--- src/rtl/sd_fifo_tail_b.sv ---
// sd_fifo_tail_b: zero-bubble FIFO reader over a memory with 1-cycle registered read latency.
// Define SDLIB_TAIL_USAGE_EN to build the registered p_usage counter; otherwise p_usage is tied to 0.
module sd_fifo_tail_b #(
    parameter int width = 8,
    parameter int depth = 16,
    parameter int asz   = $clog2(depth)
) (
    input  logic             clk,
    input  logic             reset,
    input  logic [asz:0]     wrptr_head,
    output logic [asz:0]     rdptr_tail,
    output logic             rd_en,
    output logic [asz-1:0]   rd_addr,
    input  logic [width-1:0] mem_rd_data,
    output logic             p_srdy,
    input  logic             p_drdy,
    output logic [width-1:0] p_data,
    output logic [asz:0]     p_usage
);
    logic [asz:0]     r_rdptr;
    logic             r_arm;
    logic             r_inflight;
    logic             r_srdy;
    logic [1:0]       r_cnt;
    logic [width-1:0] r_buf0;
    logic [width-1:0] r_buf1;
    logic             w_empty;
    logic             w_xfer;
    logic             w_rd;
    logic [1:0]       w_occ;
    logic [1:0]       w_wpos;

    assign w_empty = r_rdptr == wrptr_head;
    assign w_xfer  = r_srdy & p_drdy;
    // buffered + in-flight words left after this cycle's transfer; never exceeds 2
    assign w_occ   = r_cnt + {1'b0, r_inflight} - {1'b0, w_xfer};
    // r_arm keeps the first cycle after reset release empty and blocks reads during reset
    assign w_rd    = r_arm & ~w_empty & ~w_occ[1];
    assign w_wpos  = r_cnt - {1'b0, w_xfer};

    assign rd_en      = w_rd;
    assign rd_addr    = r_rdptr[asz-1:0];
    assign rdptr_tail = r_rdptr;
    assign p_srdy     = r_srdy;
    assign p_data     = r_buf0;

    always_ff @(posedge clk or negedge reset) begin
        if (!reset) begin
            r_arm      <= 1'b0;
            r_inflight <= 1'b0;
            r_rdptr    <= '0;
            r_cnt      <= 2'd0;
            r_srdy     <= 1'b0;
            r_buf0     <= '0;
            r_buf1     <= '0;
        end else begin
            r_arm      <= 1'b1;
            r_inflight <= w_rd;
            r_rdptr    <= r_rdptr + {{asz{1'b0}}, w_rd};
            r_cnt      <= w_occ;
            r_srdy     <= w_occ != 2'd0;
            if (r_inflight && w_wpos == 2'd0)
                r_buf0 <= mem_rd_data;
            else if (w_xfer)
                r_buf0 <= r_buf1;
            if (r_inflight && w_wpos == 2'd1)
                r_buf1 <= mem_rd_data;
        end
    end

`ifdef SDLIB_TAIL_USAGE_EN
    logic [asz:0] r_usage;

    always_ff @(posedge clk or negedge reset) begin
        if (!reset)
            r_usage <= '0;
        else
            r_usage <= (wrptr_head - r_rdptr) + {{asz{1'b0}}, r_inflight} + {{(asz-1){1'b0}}, r_cnt};
    end

    assign p_usage = r_usage;
`else
    assign p_usage = '0;
`endif

endmodule

--- config.mk ---
export PLATFORM = sky130hd
export DESIGN_NAME = sd_fifo_tail_b
export DESIGN_NICKNAME = d
export VERILOG_FILES = /design/src/rtl/sd_fifo_tail_b.sv
export SDC_FILE = /design/constraint.sdc
export NUM_CORES = 1
export LEC_CHECK = 0
export CORE_MARGIN = 2
export CORE_UTILIZATION = 48
export CTS_CLUSTER_SIZE = 30
export DETAILED_ROUTE_END_ITERATION = 6
export PLACE_DENSITY = 0.92
export SLEW_MARGIN = 20
export SYNTH_ARGS = -nofsm -noshare
export SYNTH_HDL_FRONTEND = slang
export SYNTH_SLANG_ARGS = --single-unit
--- constraint.sdc ---
create_clock -name clk -period 5.9 [get_ports clk]
set_input_delay 1.77 -clock clk [delete_from_list [all_inputs] [get_ports clk]]
set_output_delay 1.77 -clock clk [all_outputs]
set_load 0.02 [all_outputs]
==> run summary <==
The nature of the critical path startpoint is an input port. The total via count in the routed design is about 750. The sequential cell area fraction in the yosys report is a little over half. The first global-routing pass estimated around 3400 um of wire. The hold path depth is 1. The cell that appears most often on the critical path is clkdlybuf4s50_1. The post-route non-filler standard cell count is 152.

The length in cells of the worst reg-to-reg path is 10. The layout has ~200 filler cells. The layout-stage area growth over the synthesis result is 31.7%.

Net switching is 34.9% of the power. The effective utilization at floorplan is between 40% and 50%. The actual transition at the worst max-transition pin came out at between 500 and 600 ps. The final-stage net count came out at between 100 and 150. Entering global routing, the biggest net connects 27 pins.

The register bit total from synthesis is 26. The number of input and output port buffers inserted is 34. The maximum net fanout on the critical path came out at 3. The clock latency reported for the late side of the worst-skew pair came out at ~320 ps. The first-pass iteration count of the detailed router is 3. The internal power came out at approximately 0.60 mW. The highest cell delay on the worst timing path is slightly above 600 ps. The DRC violation count after routing is 0. The max-cap check violation count came out at 0. The setup TNS came out at 0 ps. Sequential cells burn a little over a third of the power. The worst hold path begins at r_buf1[4]. The first-iteration detailed-routing DRC count is 1.

The hold path endpoint is r_buf1[4]. The gate count of the mapped netlist is just under 90. The number of buffers added by the clock tree synthesis step came out at 3. The total congestion overflow came out at 0. The clock passes through at most 2 buffers.

The per-cell via count in the routed design is 4.92. The total of warnings raised by yosys is 0. The number of cells in the design after placement is roughly 150.

The signal on the critical path passes through clkdlybuf4s50_1, nand2_1, xnor2_2, ha_1, xor2_1, xnor2_1, o311a_1, clkdlybuf4s50_1. In the finished design, the share of the clock period the worst path needs comes to 96.9%. The combinational power share came out at roughly half. The reg-to-reg endpoint is rdptr_tail[4].

The flip-flop cell with the highest count after synthesis is dfrtp_1. The initial antenna violation count is 0. The via count of the first global-routing pass is roughly 750. The worst IR drop on VDD is around 0.00036 V. During I/O placement, the number of pins put on the boundary was 40. The net load switching power came out at about 0.32 mW.

The cell sitting at the root of the clock tree is a clkbuf_4. The aggregate routed wire length is approximately 2100 um. The worst hold-check path type is reg -> reg. After clock tree synthesis, the clock-pin slew on the worst setup and hold paths is 130 ps. The finished cells cover 1610 um^2.

The number of flops mapped to enable cells by yosys is 0. The reported leakage power came out at roughly 0.70 nW. TritonCTS built the clock tree. The number of endpoints with negative hold slack in the final report is 0.

The required time at the worst-slack endpoint came out at 4130 ps. The sink count of the clock tree is 26. The post-detailed-placement half-perimeter wirelength came out at around 1700 um. The core outline area is 2450 um^2. Headroom to the max-slew limit came out at between 60% and 70%. The run finished with clean final reports. Setup repair after global routing left no endpoint under its margin. The post-synthesis average cell area is about 14 um^2.

The number of diodes is 0. The time the worst path needs with I/O delays and setup is between 5000 and 6000 ps. The overall die area came out at 2970 um^2.

The die extent in y is ~54 um. The cell area that synthesis handed to floorplanning was approximately 1200 um^2. From left edge to right edge, the die measures roughly 54 um. The number of unique standard cell types used by synthesis came out at 17. The share of async-settable or async-resettable flops after synthesis is 100%. The critical register-to-register path startpoint is p_srdy.

After detailed placement, the total cell area comes to approximately 1500 um^2. The number of routed nets with antenna violations is 0. Sorting the synthesized cells by area gives the leading types as dfrtp_1, mux2_2, buf_4. The final number of setup-violating endpoints is 0. STA classifies the critical path endpoint as an output port.

The routability congestion estimate from global placement came out at a little over 0.7. The number of standard-cell rows in the floorplan came out at 18. The share of post-route cells with drive strength above 1 came out at 27.9%. The ratio of total power to cell area is ~570 nW/um^2.

Summed over its instances, the top area cell type makes up between 50% and 60% of the synthesized netlist area. The cell accounting for the most synthesized area is dfrtp_1. The maximum clock skew at final layout is ~2.5 ps. The global-route usage over all layers came out at 17.4%. The proportion of power drawn by the clock network came out at approximately an eighth. The number of levels the H-tree was split into is 1.

Dividing the detail-routed wire length by the instance count gives approximately 14 um. The number of max-slew violations in the final report is 0. By startpoint and endpoint, the worst setup path is classified as in -> out. The slowest stage of the critical path is the clkdlybuf4s50_1 cell. The setup slack of the most critical reg-to-reg path came out at between 3000 and 4000 ps.

The data arrival at the endpoint of the critical path is a little under 4000 ps. The hold buffer count at CTS came out at 0. Based on the critical path, the design can be clocked at up to approximately 0.17 GHz.
[state kept, by name, summed over array words and instances, names as in the netlist]
| name | count |
|---|---|
| r_buf1 | 8 |
| r_cnt | 2 |
| r_arm | 1 |
| p_srdy | 1 |
| r_inflight | 1 |
| rdptr_tail | 5 |
| p_data | 8 |
[cell type report]
cell class | instances | area, um^2 | share of cell area (%)
Inverter | 1 | 3.75 | 0.233
Timing Repair Buffer | 36 | 350 | 21.7
Sequential cell | 26 | 651 | 40.4
Tap cell | 30 | 37.5 | 2.33
Clock inverter | 1 | 30.0 | 1.86
Clock buffer | 3 | 22.5 | 1.40
Multi-Input combinational cell | 55 | 517 | 32.1
[power groups by stage]
stage / Clock [mW] / Sequential (mW) / Combinational (mW)
2_1_floorplan: 0 / 0.382 / 0.252
3_3_place_gp: 0 / 0.329 / 0.452
3_5_place_dp: 0 / 0.337 / 0.470
4_1_cts: 0.122 / 0.334 / 0.475
5_1_grt: 0.132 / 0.345 / 0.512
6_report: 0.119 / 0.332 / 0.474
[stage by stage]
| step | hold slack, ps | worst slack [ps] | utilization (%) | total power [mW] |
|---|---|---|---|---|
| 6_report | 518 | 181 | 65.6 | 0.925 |
| 5_1_grt | 544 | 31.9 | 65.6 | 0.989 |
| 4_1_cts | 521 | 98.6 | 65.5 | 0.931 |
| 3_5_place_dp | 490 | 4.73 | 63.1 | 0.807 |
| 3_3_place_gp | 483 | 89.8 | 63.1 | 0.782 |
| 2_1_floorplan | 475 | 1120 | - | 0.634 |
[metal layers]
layer / global-route usage (%) / share of wire (%)
met4: 10.0 / 2.4
met2: 30.9 / 56
met1: 19.7 / 37
met5: 0 / 0
met3: 2.46 / 4.3
[synthesized netlist by cell type, types with 2 or more instances]
master	number
xnor2_1	7
ha_1	3
nand3_1	3
xor2_1	4
buf_4	10
mux2_2	24
conb_1	2
dfrtp_1	26
[layout by cell type (no fill, tap or decap)]
cell,n
xnor2_2,1
nand3_1,3
o21ai_2,1
clkdlybuf4s50_1,33
clkbuf_4,3
buf_4,2
bufinv_16,1
inv_1,1
nor3b_1,1
dfrtp_1,26
conb_1,6
nand2_1,1
buf_2,1
mux2_2,24
o311a_1,1
nor3b_4,1
nand2b_1,1
and3b_1,1
xor2_1,4
xnor2_1,6
ha_1,3
nor2_1,1
[worst max-delay path, delay by kind of cell]
kind                     cells  cell delay (ps)
AO/OA/AOI/OAI                1              250
buffers and inverters        2             1070
XOR/XNOR                     3              580
adder cells (fa/ha/maj)      1              190
AND/OR/NAND/NOR              1               90
[worst max path at each step]
stage                 from     to  slack, ps  depth (start not counted)
floorplan           p_drdy  rd_en       1120                          6
global placement    p_drdy  rd_en         90                          8
detailed placement  p_drdy  rd_en          5                          8
CTS                 p_drdy  rd_en        100                          8
global route        p_drdy  rd_en         30                          8
finish              p_drdy  rd_en        180                          8
[timing repair]
item	4_1_cts	5_1_grt
setup buffers	0	1
pin swaps	0	1
endpoints found under the hold margin	0	0
setup endpoints to repair	1	1
resized for setup	1	0
[logic make-up (layout without fill, tap and decap cells)]
logic type,count (synthesis),in the layout,share of synthesized area (%)
xor gates and xnor gates,11,11,7.87
adders and majority gates,3,3,3.07
muxes,24,24,22.1
other,2,6,0.614
AOI/OAI and AO/OA,2,2,1.53
and+or+nand+nor,9,9,5.21
buffers and inverters,11,41,6.44
DFF,26,26,53.2
No activity file was read; power rests on OpenSTA's default activity.
